`src/rtl/cpu_collector_pkg.sv`:
```
// Shared types and helpers for the cpu result collector.
package cpu_collector_pkg;

    localparam int unsigned MAX_CPU = 16;

    typedef enum logic [1:0] {
        RUN,
        DRAIN,
        DONE
    } state_e;

    function automatic int unsigned src_w(input int unsigned n);
        return (n > 1) ? $clog2(n) : 1;
    endfunction

    // Inputs beyond CPU_NB are tied to zero by the caller, so wrapping modulo
    // MAX_CPU visits candidates in the same order as wrapping modulo CPU_NB.
    function automatic logic [3:0] rr_next(input logic [MAX_CPU-1:0] req, input logic [3:0] ptr);
        logic [3:0] idx;
        logic [3:0] grant;
        logic       found;
        grant = ptr;
        found = 1'b0;
        for (int unsigned k = 1; k <= MAX_CPU; k++) begin
            idx = ptr + 4'(k);
            if (!found && req[idx]) begin
                grant = idx;
                found = 1'b1;
            end
        end
        return grant;
    endfunction

endpackage

```
`src/rtl/cpu_collector_fifo.sv`:
```
// Synchronous FIFO with wrap-bit pointers; a push while full is taken only
// when a pop happens on the same edge.
module cpu_collector_fifo #(
    parameter int unsigned DATA_W     = 64,
    parameter int unsigned FIFO_DEPTH = 4
) (
    input  logic              clk,
    input  logic              rst_n,
    input  logic              push,
    input  logic              pop,
    input  logic [DATA_W-1:0] din,
    output logic [DATA_W-1:0] dout,
    output logic              full,
    output logic              empty
);

    localparam int unsigned AW = $clog2(FIFO_DEPTH);
    localparam int unsigned PW = AW + 1;

    logic [DATA_W-1:0] mem_q [FIFO_DEPTH];
    logic [PW-1:0]     wptr_q, wptr_d;
    logic [PW-1:0]     rptr_q, rptr_d;
    logic              wr_en;
    logic              rd_en;

    assign empty = (wptr_q == rptr_q);
    assign full  = (wptr_q[AW-1:0] == rptr_q[AW-1:0]) && (wptr_q[AW] != rptr_q[AW]);
    assign rd_en = pop && !empty;
    assign wr_en = push && (!full || rd_en);
    assign dout  = mem_q[rptr_q[AW-1:0]];

    always_comb begin
        wptr_d = wptr_q;
        rptr_d = rptr_q;
        if (wr_en) begin
            wptr_d = wptr_q + PW'(1);
        end
        if (rd_en) begin
            rptr_d = rptr_q + PW'(1);
        end
    end

    always_ff @(posedge clk) begin
        if (!rst_n) begin
            wptr_q <= '0;
            rptr_q <= '0;
        end else begin
            wptr_q <= wptr_d;
            rptr_q <= rptr_d;
        end
    end

    always_ff @(posedge clk) begin
        if (wr_en) begin
            mem_q[wptr_q[AW-1:0]] <= din;
        end
    end

endmodule

```
`src/rtl/cpu_collector.sv`:
```
// Merges CPU_NB unthrottled cpu result streams into one valid/ready stream via
// per-input FIFOs and a round-robin output register. Optional per-source
// delivery counters and handshake trace are enabled by CPU_COLLECTOR_STATS_EN.
module cpu_collector
    import cpu_collector_pkg::*;
#(
    parameter  int unsigned CPU_NB     = 4,
    parameter  int unsigned FIFO_DEPTH = 4,
    parameter  int unsigned DATA_W     = 64,
    localparam int unsigned SRC_W      = src_w(CPU_NB)
) (
    input  logic                     clk,
    input  logic                     rst_n,
    input  logic [CPU_NB-1:0]        in_vld,
    input  logic [CPU_NB*DATA_W-1:0] in_data,
    input  logic [CPU_NB-1:0]        in_done,
    output logic                     out_vld,
    input  logic                     out_rdy,
    output logic [DATA_W-1:0]        out_data,
    output logic [SRC_W-1:0]         out_src,
    output logic                     all_done,
    output logic [CPU_NB-1:0]        overflow
`ifdef CPU_COLLECTOR_STATS_EN
    ,
    output logic [CPU_NB*32-1:0]     stat_cnt
`endif
);

    logic [DATA_W-1:0] fifo_dout [CPU_NB];
    logic [CPU_NB-1:0] fifo_full;
    logic [CPU_NB-1:0] fifo_empty;
    logic [CPU_NB-1:0] req;
    logic [CPU_NB-1:0] pop;
    logic              load;
    logic [SRC_W-1:0]  grant;

    logic              out_vld_q, out_vld_d;
    logic [DATA_W-1:0] out_data_q, out_data_d;
    logic [SRC_W-1:0]  out_src_q, out_src_d;
    logic [SRC_W-1:0]  rr_q, rr_d;
    logic [CPU_NB-1:0] done_q, done_d;
    logic [CPU_NB-1:0] ovf_q, ovf_d;
    state_e            state_q, state_d;

    for (genvar i = 0; i < CPU_NB; i++) begin : g_fifo
        cpu_collector_fifo #(
            .DATA_W     (DATA_W),
            .FIFO_DEPTH (FIFO_DEPTH)
        ) u_fifo (
            .clk   (clk),
            .rst_n (rst_n),
            .push  (in_vld[i]),
            .pop   (pop[i]),
            .din   (in_data[i*DATA_W +: DATA_W]),
            .dout  (fifo_dout[i]),
            .full  (fifo_full[i]),
            .empty (fifo_empty[i])
        );
    end

    always_comb begin
        req        = ~fifo_empty;
        grant      = SRC_W'(rr_next(MAX_CPU'(req), 4'(rr_q)));
        load       = (!out_vld_q || out_rdy) && (|req);
        pop        = '0;
        out_vld_d  = out_vld_q;
        out_data_d = out_data_q;
        out_src_d  = out_src_q;
        rr_d       = rr_q;
        if (load) begin
            pop[grant] = 1'b1;
            out_vld_d  = 1'b1;
            out_data_d = fifo_dout[grant];
            out_src_d  = grant;
            rr_d       = grant;
        end else if (out_rdy) begin
            out_vld_d = 1'b0;
        end
        done_d = done_q | in_done;
        // A full FIFO still takes a push on the edge it is popped.
        ovf_d  = ovf_q | (in_vld & fifo_full & ~pop);
    end

    always_comb begin
        state_d = state_q;
        case (state_q)
            RUN:     if (&done_q) state_d = DRAIN;
            DRAIN:   if ((&fifo_empty) && !out_vld_q && !(|in_vld)) state_d = DONE;
            DONE:    if (|in_vld) state_d = DRAIN;
            default: state_d = RUN;
        endcase
    end

    always_ff @(posedge clk) begin
        if (!rst_n) begin
            out_vld_q  <= 1'b0;
            out_data_q <= '0;
            out_src_q  <= '0;
            rr_q       <= SRC_W'(CPU_NB - 1);
            done_q     <= '0;
            ovf_q      <= '0;
            state_q    <= RUN;
        end else begin
            out_vld_q  <= out_vld_d;
            out_data_q <= out_data_d;
            out_src_q  <= out_src_d;
            rr_q       <= rr_d;
            done_q     <= done_d;
            ovf_q      <= ovf_d;
            state_q    <= state_d;
        end
    end

    assign out_vld  = out_vld_q;
    assign out_data = out_data_q;
    assign out_src  = out_src_q;
    assign overflow = ovf_q;
    assign all_done = (state_q == DONE);

`ifdef CPU_COLLECTOR_STATS_EN
    logic [31:0] stat_q [CPU_NB];

    always_ff @(posedge clk) begin
        if (!rst_n) begin
            for (int unsigned i = 0; i < CPU_NB; i++) begin
                stat_q[i] <= '0;
            end
        end else if (out_vld_q && out_rdy) begin
            if (stat_q[out_src_q] != '1) begin
                stat_q[out_src_q] <= stat_q[out_src_q] + 32'd1;
            end
            $display("[collector] src %0d 0x%016x", out_src_q, out_data_q);
        end
    end

    for (genvar i = 0; i < CPU_NB; i++) begin : g_stat
        assign stat_cnt[i*32 +: 32] = stat_q[i];
    end
`endif

endmodule

```
`config.mk`:
```
export PLATFORM = sky130hd
export DESIGN_NAME = cpu_collector
export DESIGN_NICKNAME = d
export VERILOG_FILES = /design/src/rtl/cpu_collector_pkg.sv /design/src/rtl/cpu_collector_fifo.sv /design/src/rtl/cpu_collector.sv
export SDC_FILE = /design/constraint.sdc
export NUM_CORES = 1
export LEC_CHECK = 0
export CORE_ASPECT_RATIO = 1.2
export CORE_MARGIN = 2
export CORE_UTILIZATION = 32
export CTS_CLUSTER_SIZE = 14
export DETAILED_ROUTE_END_ITERATION = 6
export GPL_TIMING_DRIVEN = 0
export PLACE_DENSITY_LB_ADDON = 0.2
export SETUP_SLACK_MARGIN = 0.02
export SLEW_MARGIN = 20
export SYNTH_ARGS = -nofsm -noshare
export SYNTH_HDL_FRONTEND = slang
export SYNTH_SLANG_ARGS = --single-unit
```
`constraint.sdc`:
```
create_clock -name clk -period 6.7 [get_ports clk]
set_clock_uncertainty 0.2 [all_clocks]
set_input_delay 1.34 -clock clk [delete_from_list [all_inputs] [get_ports clk]]
set_output_delay 1.34 -clock clk [all_outputs]
set_load 0.05 [all_outputs]
```
Word-level counts from Yosys, hierarchy flattened
Memories as Yosys holds them, arrays and structs flattened. A register that Yosys moved wholly into a read port is not among the register bits.
Cells that the tools add are included.
{"block": "op_classes", "addsub": 23, "order_cmp": 19, "eq_ne": 17, "n_mux": 91, "bitwise_logic": 7, "n_reduce_logical": 68}
{"op": "$bmux W64 S2", "count": 1}
{"op": "$mux W64", "count": 2}
{"op": "$bmux W1 S4", "count": 15}
{"op": "$lt A4 B5 Y1 const B", "count": 12}
{"op": "$mux W2", "count": 27}
{"op": "$mux W1", "count": 42}
{"op": "$logic_and A1 B1 Y1", "count": 31}
{"op": "$logic_not A1 Y1", "count": 25}
{"op": "$add A3 B1 Y3 const B", "count": 8}
{"op": "$add A2 B3 Y4 const B", "count": 4}
{"op": "$add A2 B4 Y4 const B", "count": 4}
{"op": "$lt A3 B5 Y1 const B", "count": 3}
{"op": "$eq A3 B3 Y1", "count": 4}
{"op": "$add A3 B3 Y4 const B", "count": 2}
{"op": "$and A4 B4 Y4", "count": 2}
{"op": "$eq A2 B2 Y1", "count": 4}
{"op": "$not A4 Y4", "count": 2}
{"op": "$or A4 B4 Y4", "count": 2}
{"op": "$reduce_and A4 Y1", "count": 2}
{"op": "$reduce_or A4 Y1", "count": 2}
{"op": "$add A2 B2 Y3 const B", "count": 2}
{"op": "$pmux W2 S3", "count": 1}
{"op": "$logic_or A1 B1 Y1", "count": 5}
{"op": "$lt A2 B5 Y1 const B", "count": 1}
{"op": "other kinds (18)", "count": 22}
{"block": "word_totals", "register_bits": 103, "ram_bits": 1024, "input_bits": 267, "out_inout_bits": 72, "mem_count": 4}
{"name": "g_fifo[0].u_fifo.mem_q", "words": 4, "word_bits": 64, "rd": 1, "rd_clocked_by_memory_dff": 1, "write_ports": 1, "line": "cpu_collector_fifo.sv:20", "rtl": "logic [DATA_W-1:0] mem_q [FIFO_DEPTH];"}
{"name": "g_fifo[1].u_fifo.mem_q", "words": 4, "word_bits": 64, "rd": 1, "rd_clocked_by_memory_dff": 1, "write_ports": 1, "line": "cpu_collector_fifo.sv:20"}
{"name": "g_fifo[2].u_fifo.mem_q", "words": 4, "word_bits": 64, "rd": 1, "rd_clocked_by_memory_dff": 1, "write_ports": 1, "line": "cpu_collector_fifo.sv:20"}
{"name": "g_fifo[3].u_fifo.mem_q", "words": 4, "word_bits": 64, "rd": 1, "rd_clocked_by_memory_dff": 1, "write_ports": 1, "line": "cpu_collector_fifo.sv:20"}

Depth between registers and ports, before layout
{"block": "depth", "ltp_word": 60, "mapped_depth": 16, "mapped_depth_nobuf": 11}

Modules after synthesis
Synthesis repeated with hierarchy kept, for this count alone.
{"block": "unflattened", "cells_unflattened": 2198, "area_unflattened_um2": 44430.1}
{"module": "cpu_collector_fifo", "instances": 4, "cells_per_inst": 388, "area_each_um2": 9759.4, "seq_area_each_um2": 7847.5}
{"module": "cpu_collector", "instances": 1, "cells_per_inst": 646, "area_each_um2": 5392.7, "seq_area_each_um2": 1581.5}

Least setup slack after synthesis
No wires, ideal clock.
{"block": "synth_path", "path_kind": "register to register", "start": "register rr_q[0]", "end": "memory g_fifo[1].u_fifo.mem_q[1][0] (enable)", "t_arrival_ns": 4.466, "t_required_ns": 6.071, "path_slack_ns": 1.606, "path_stages_with_launch": 13, "synth_period_minus_slack_ns": 5.094, "cell_sequence": "dfxtp_1 > buf_2 > inv_2 > ha_1 > buf_2 > inv_1 > nand4_1 > a32o_1 > a32oi_2 > mux2i_1 > nand3_1 > o21ai_1 > and2_1"}
{"block": "synth_via", "elab_chain_len": 59}
{"item": "from (decl)", "line": "cpu_collector.sv:40", "rtl": "logic [SRC_W-1:0] rr_q, rr_d;"}
{"item": "from (signal assigned)", "line": "cpu_collector.sv:99", "rtl": "rr_q <= SRC_W'(CPU_NB - 1);"}
{"item": "from (signal assigned)", "line": "cpu_collector.sv:107", "rtl": "rr_q <= rr_d;"}
{"item": "$add A2 B1 Y3", "line": "cpu_collector_pkg.sv:25", "rtl": "idx = ptr + 4'(k);"}
{"item": "$bmux W1 S4", "line": "cpu_collector_pkg.sv:26", "rtl": "if (!found && req[idx]) begin"}
{"item": "$mux W1 (not written as such)", "line": "cpu_collector_pkg.sv:26"}
{"item": "$mux W1", "line": "cpu_collector_pkg.sv:26"}
{"item": "$logic_not A1 Y1", "line": "cpu_collector_pkg.sv:26"}
{"item": "$logic_and A1 B1 Y1", "line": "cpu_collector_pkg.sv:26"}
{"item": "$mux W1", "line": "cpu_collector_pkg.sv:26"}
{"item": "$logic_not A1 Y1", "line": "cpu_collector_pkg.sv:26"}
{"item": "(+43 left out)"}
{"item": "$mux W1 (not written as such)", "line": "cpu_collector.sv:71", "rtl": "pop[grant] = 1'b1;"}
{"item": "$demux W1 S2 (*)", "line": "cpu_collector.sv:71"}
{"item": "$mux W4 (*)", "line": "cpu_collector.sv:70", "rtl": "if (load) begin"}
{"item": "$logic_and A1 B1 Y1 (*)", "line": "cpu_collector_fifo.sv:28", "rtl": "assign rd_en = pop && !empty;"}
{"item": "$logic_or A1 B1 Y1 (*)", "line": "cpu_collector_fifo.sv:29", "rtl": "assign wr_en = push && (!full || rd_en);"}
{"item": "$logic_and A1 B1 Y1 (*)", "line": "cpu_collector_fifo.sv:29"}
{"item": "$mux W1 (*)", "line": "cpu_collector_fifo.sv:54", "rtl": "if (wr_en) begin"}
{"item": "$mux W1 (not written as such) (*)", "line": "cpu_collector_fifo.sv:55", "rtl": "mem_q[wptr_q[AW-1:0]] <= din;"}
{"item": "to (decl)", "line": "cpu_collector_fifo.sv:20"}
Mark *: on every way between the ends. The rest lies on a longest branch, timed or not. The select of a mux whose other input is x is not followed.

Worst setup path in the final report
{"block": "layout_path", "start": "register rr_q[0]", "end": "memory g_fifo[1].u_fifo.mem_q[2][54] (enable)"}
The elaborated chain is that of the path after synthesis.

==> qor.csv <==
metric;value;unit
final WL;115000;µm
crit path capture type;flip-flop;
CTS max path bufs;3;
Net Count, Synth;2288;
ys async rst share;0;%
clk_lat worst skew;0.72;ns
DP Area;0.0489;mm²
DRT iter0 DRCs;1514;
router iterations before antenna repair;5;
total CTS buffers;114;
buffer count from post-CTS setup fixing;0;
static leakage;16.6;nW
share of cells above drive strength 1;19.9;%
Netlist cell types;56;
Final Cell Area;0.0528;mm²
Area Growth Syn to Fin;23.5;%
Yosys warnings;0;
Worst Hold Launch;overflow[0];
Layout Nets;2760;
Starting Density;32.3;%
Worst R2R Start;rr_q[0];
crit path launch type;flip-flop;
WHS Endpoint;overflow[0];
Pwr Total;0.0240;W
DIE WIDTH;338;µm
Die Ht;405;µm
MaxCap Viol Count;0;
Mapped Cells;1999;
Residual DRC;0;
number of antenna violations at the first check in global routing;32;
PortBufs;337;
pwr/cell area;455;mW/mm²
Hold Path Class;flip-flop to flip-flop;
post-layout util;39.9;%
Final Hold Vio Count;0;
total grt overflow;0;
VDD IR max;0.314;mV
Period minus WS final;5.40;ns
post-CTS sizing;0;
slew margin rel.;33.6;%
Reg2Reg Setup Slack;1.30;ns
final-report max-slew violation count;0;
Arrival @ worst endpoint;5.59;ns
Cell Rows;146;
gpl congestion;0.799;
Root Driver;clkbuf_16;
largest net degree at the start of global routing;35;
period utilization;80.7;%
via count;21300;
Main synth FF type;edfxtp_1;
EDFF count, synth;1024;
status;finished clean;
boundary pin count;339;
sequential fraction of the synthesis area;77.1;%
ANT nets after route;0;
die area;0.137;mm²
wire length per cell;26.4;µm
hold depth;1;
Core Footprint;0.132;mm²
final setup vio count;0;
Fmax;0.185;GHz
wire length of the first global-routing pass;163000;µm
Vias/cell;4.89;
clock sink count;1135;
reg2reg end;g_fifo[1].u_fifo.mem_q[2][54];
worst reg2reg path depth;13;
DP Cell Count;4131;
worst path required time;6.88;ns
Reg clk slew, reported paths;0.06;ns
Detailed Place HPWL;78200;µm
Mapped Avg Cell Area;21.4;µm²
CTS tree;done;
area of the mapped netlist;0.0428;mm²
number of global-route vias before repair;22800;
worst-margin pin slew;0.996;ns
RSZ-0062 raised after global routing;false;
crit path max fanout;33;
# hold bufs at CTS;0;
Total Routing Usage GR;16.9;%
WS Path Type;flip-flop to flip-flop;
final cell count without fillers;4352;
Max H-tree Level;3;
flops & latches, synth;1135;
cells in the final DEF (no fill, tap or decap), types with 4 or more instances in the layout:
cell | Yosys | final
a21oi_1 | 7 | 7
a22oi_1 | 64 | 64
a31oi_1 | 6 | 6
and2_4 | 0 | 16
and3_1 | 9 | 9
buf_16 | 0 | 18
buf_2 | 14 | 18
buf_6 | 6 | 6
bufinv_16 | 0 | 16
clkbuf_1 | 69 | 88
clkbuf_16 | 0 | 116
clkbuf_2 | 0 | 6
clkbuf_8 | 0 | 6
clkdlybuf4s50_1 | 0 | 337
clkinv_1 | 0 | 15
clkinv_2 | 0 | 20
clkinvlp_4 | 0 | 9
dfxtp_1 | 111 | 111
diode_2 | 0 | 7
edfxtp_1 | 1024 | 1024
ha_1 | 22 | 22
inv_1 | 15 | 15
mux2i_1 | 74 | 74
mux4_2 | 258 | 258
nand2_1 | 83 | 83
nand3_1 | 16 | 16
nand4_1 | 5 | 5
nor2_1 | 42 | 41
o211ai_1 | 67 | 67
o21ai_0 | 7 | 7
o21ai_1 | 4 | 4
xnor2_1 | 17 | 17
xor2_1 | 10 | 10
logic make-up after synthesis:
group                      Yosys count  synth area share (%)
DFF                               1135                  77.1
muxes                              333                  15.3
and+or+nand+nor                    190                  2.07
AOI/OAI and AO/OA                  179                  3.16
buffers and inverters              113                  1.16
xor gates and xnor gates            27                 0.553
adders and majority gates           22                 0.643
cells in the mapped netlist, types with 10 or more instances:
master       n  area share (%)
edfxtp_1  1024              72
mux4_2     258              14
dfxtp_1    111             5.2
nand2_1     83            0.73
mux2i_1     74             1.7
clkbuf_1    69            0.61
o211ai_1    67             1.2
a22oi_1     64             1.1
nor2_1      42            0.37
ha_1        22            0.64
xnor2_1     17            0.35
and2_1      16            0.23
nand3_1     16            0.19
inv_1       15            0.13
buf_2       14            0.16
xor2_1      10            0.20
through the flow:
stage	hold WS (ns)	setup TNS, ns	worst slack [ns]
2_1_floorplan	0.227	0	1.61
3_3_place_gp	0.254	-1216.26	-1.60
3_5_place_dp	0.257	0	0.764
4_1_cts	0.271	0	1.34
5_1_grt	0.297	0	0.960
6_report	0.271	0	1.30
where the power goes:
group / switching (W) / leakage, nW / internal [W]
clock: 0.00269 / 1.87 / 0.00386
sequential: 0.000361 / 10.3 / 0.00903
combinational: 0.00504 / 4.42 / 0.00306
total: 0.00810 / 16.6 / 0.0159
state kept, by name, summed over array words and instances (netlist names), named ones only:
signal	count
g_fifo.u_fifo.mem_q	1024
out_data	64
g_fifo.u_fifo.rptr_q	12
g_fifo.u_fifo.wptr_q	12
done_q	4
overflow	4
out_src	2
rr_q	2
state_q	2
out_vld	1
critical path, stage by stage (launching register included):
cell     delay (ns)
dfxtp_1        0.33
buf_2          0.22
inv_2          0.12
ha_1           0.35
buf_2          0.21
inv_1          0.13
nand4_1        0.12
a32o_1         0.41
a32oi_2        0.45
mux2i_1        0.70
nand3_1        0.15
o21ai_1        0.53
and2_4         0.71
buf_16         0.29
area by class of cell:
cell class / instances / area [µm²]
diodes: 7 / 17.5
plain buffers: 97 / 450
clock buffers: 147 / 3080
clock inverters: 67 / 776
fillers: 11900 / 79400
inverters: 16 / 60.1
multi-input cells: 751 / 9360
flip-flops and latches: 1135 / 33000
well taps: 1776 / 2220
repair buffers: 356 / 3880
how the worst max path moves through the flow:
stage	slack (ns)	startpoint	cells past startpoint	to
2_1_floorplan	1.61	rr_q[0]	12	g_fifo[1].u_fifo.mem_q[1][0]
3_3_place_gp	-1.60	out_rdy	8	g_fifo[1].u_fifo.mem_q[3][7]
3_5_place_dp	0.76	out_rdy	9	g_fifo[1].u_fifo.mem_q[2][58]
4_1_cts	1.34	rr_q[0]	13	g_fifo[1].u_fifo.mem_q[2][56]
5_1_grt	0.96	rr_q[0]	13	g_fifo[1].u_fifo.mem_q[2][56]
6_report	1.30	rr_q[0]	13	g_fifo[1].u_fifo.mem_q[2][54]
layer usage:
| layer | share of wire [%] | global-route usage [%] |
|---|---|---|
| met1 | 38 | 19.7 |
| met5 | 0.27 | 0 |
| met3 | 7.4 | 5.02 |
| met4 | 2.2 | 5.07 |
| met2 | 52 | 29.7 |
Note: power is estimated with default switching activity, not from simulation.
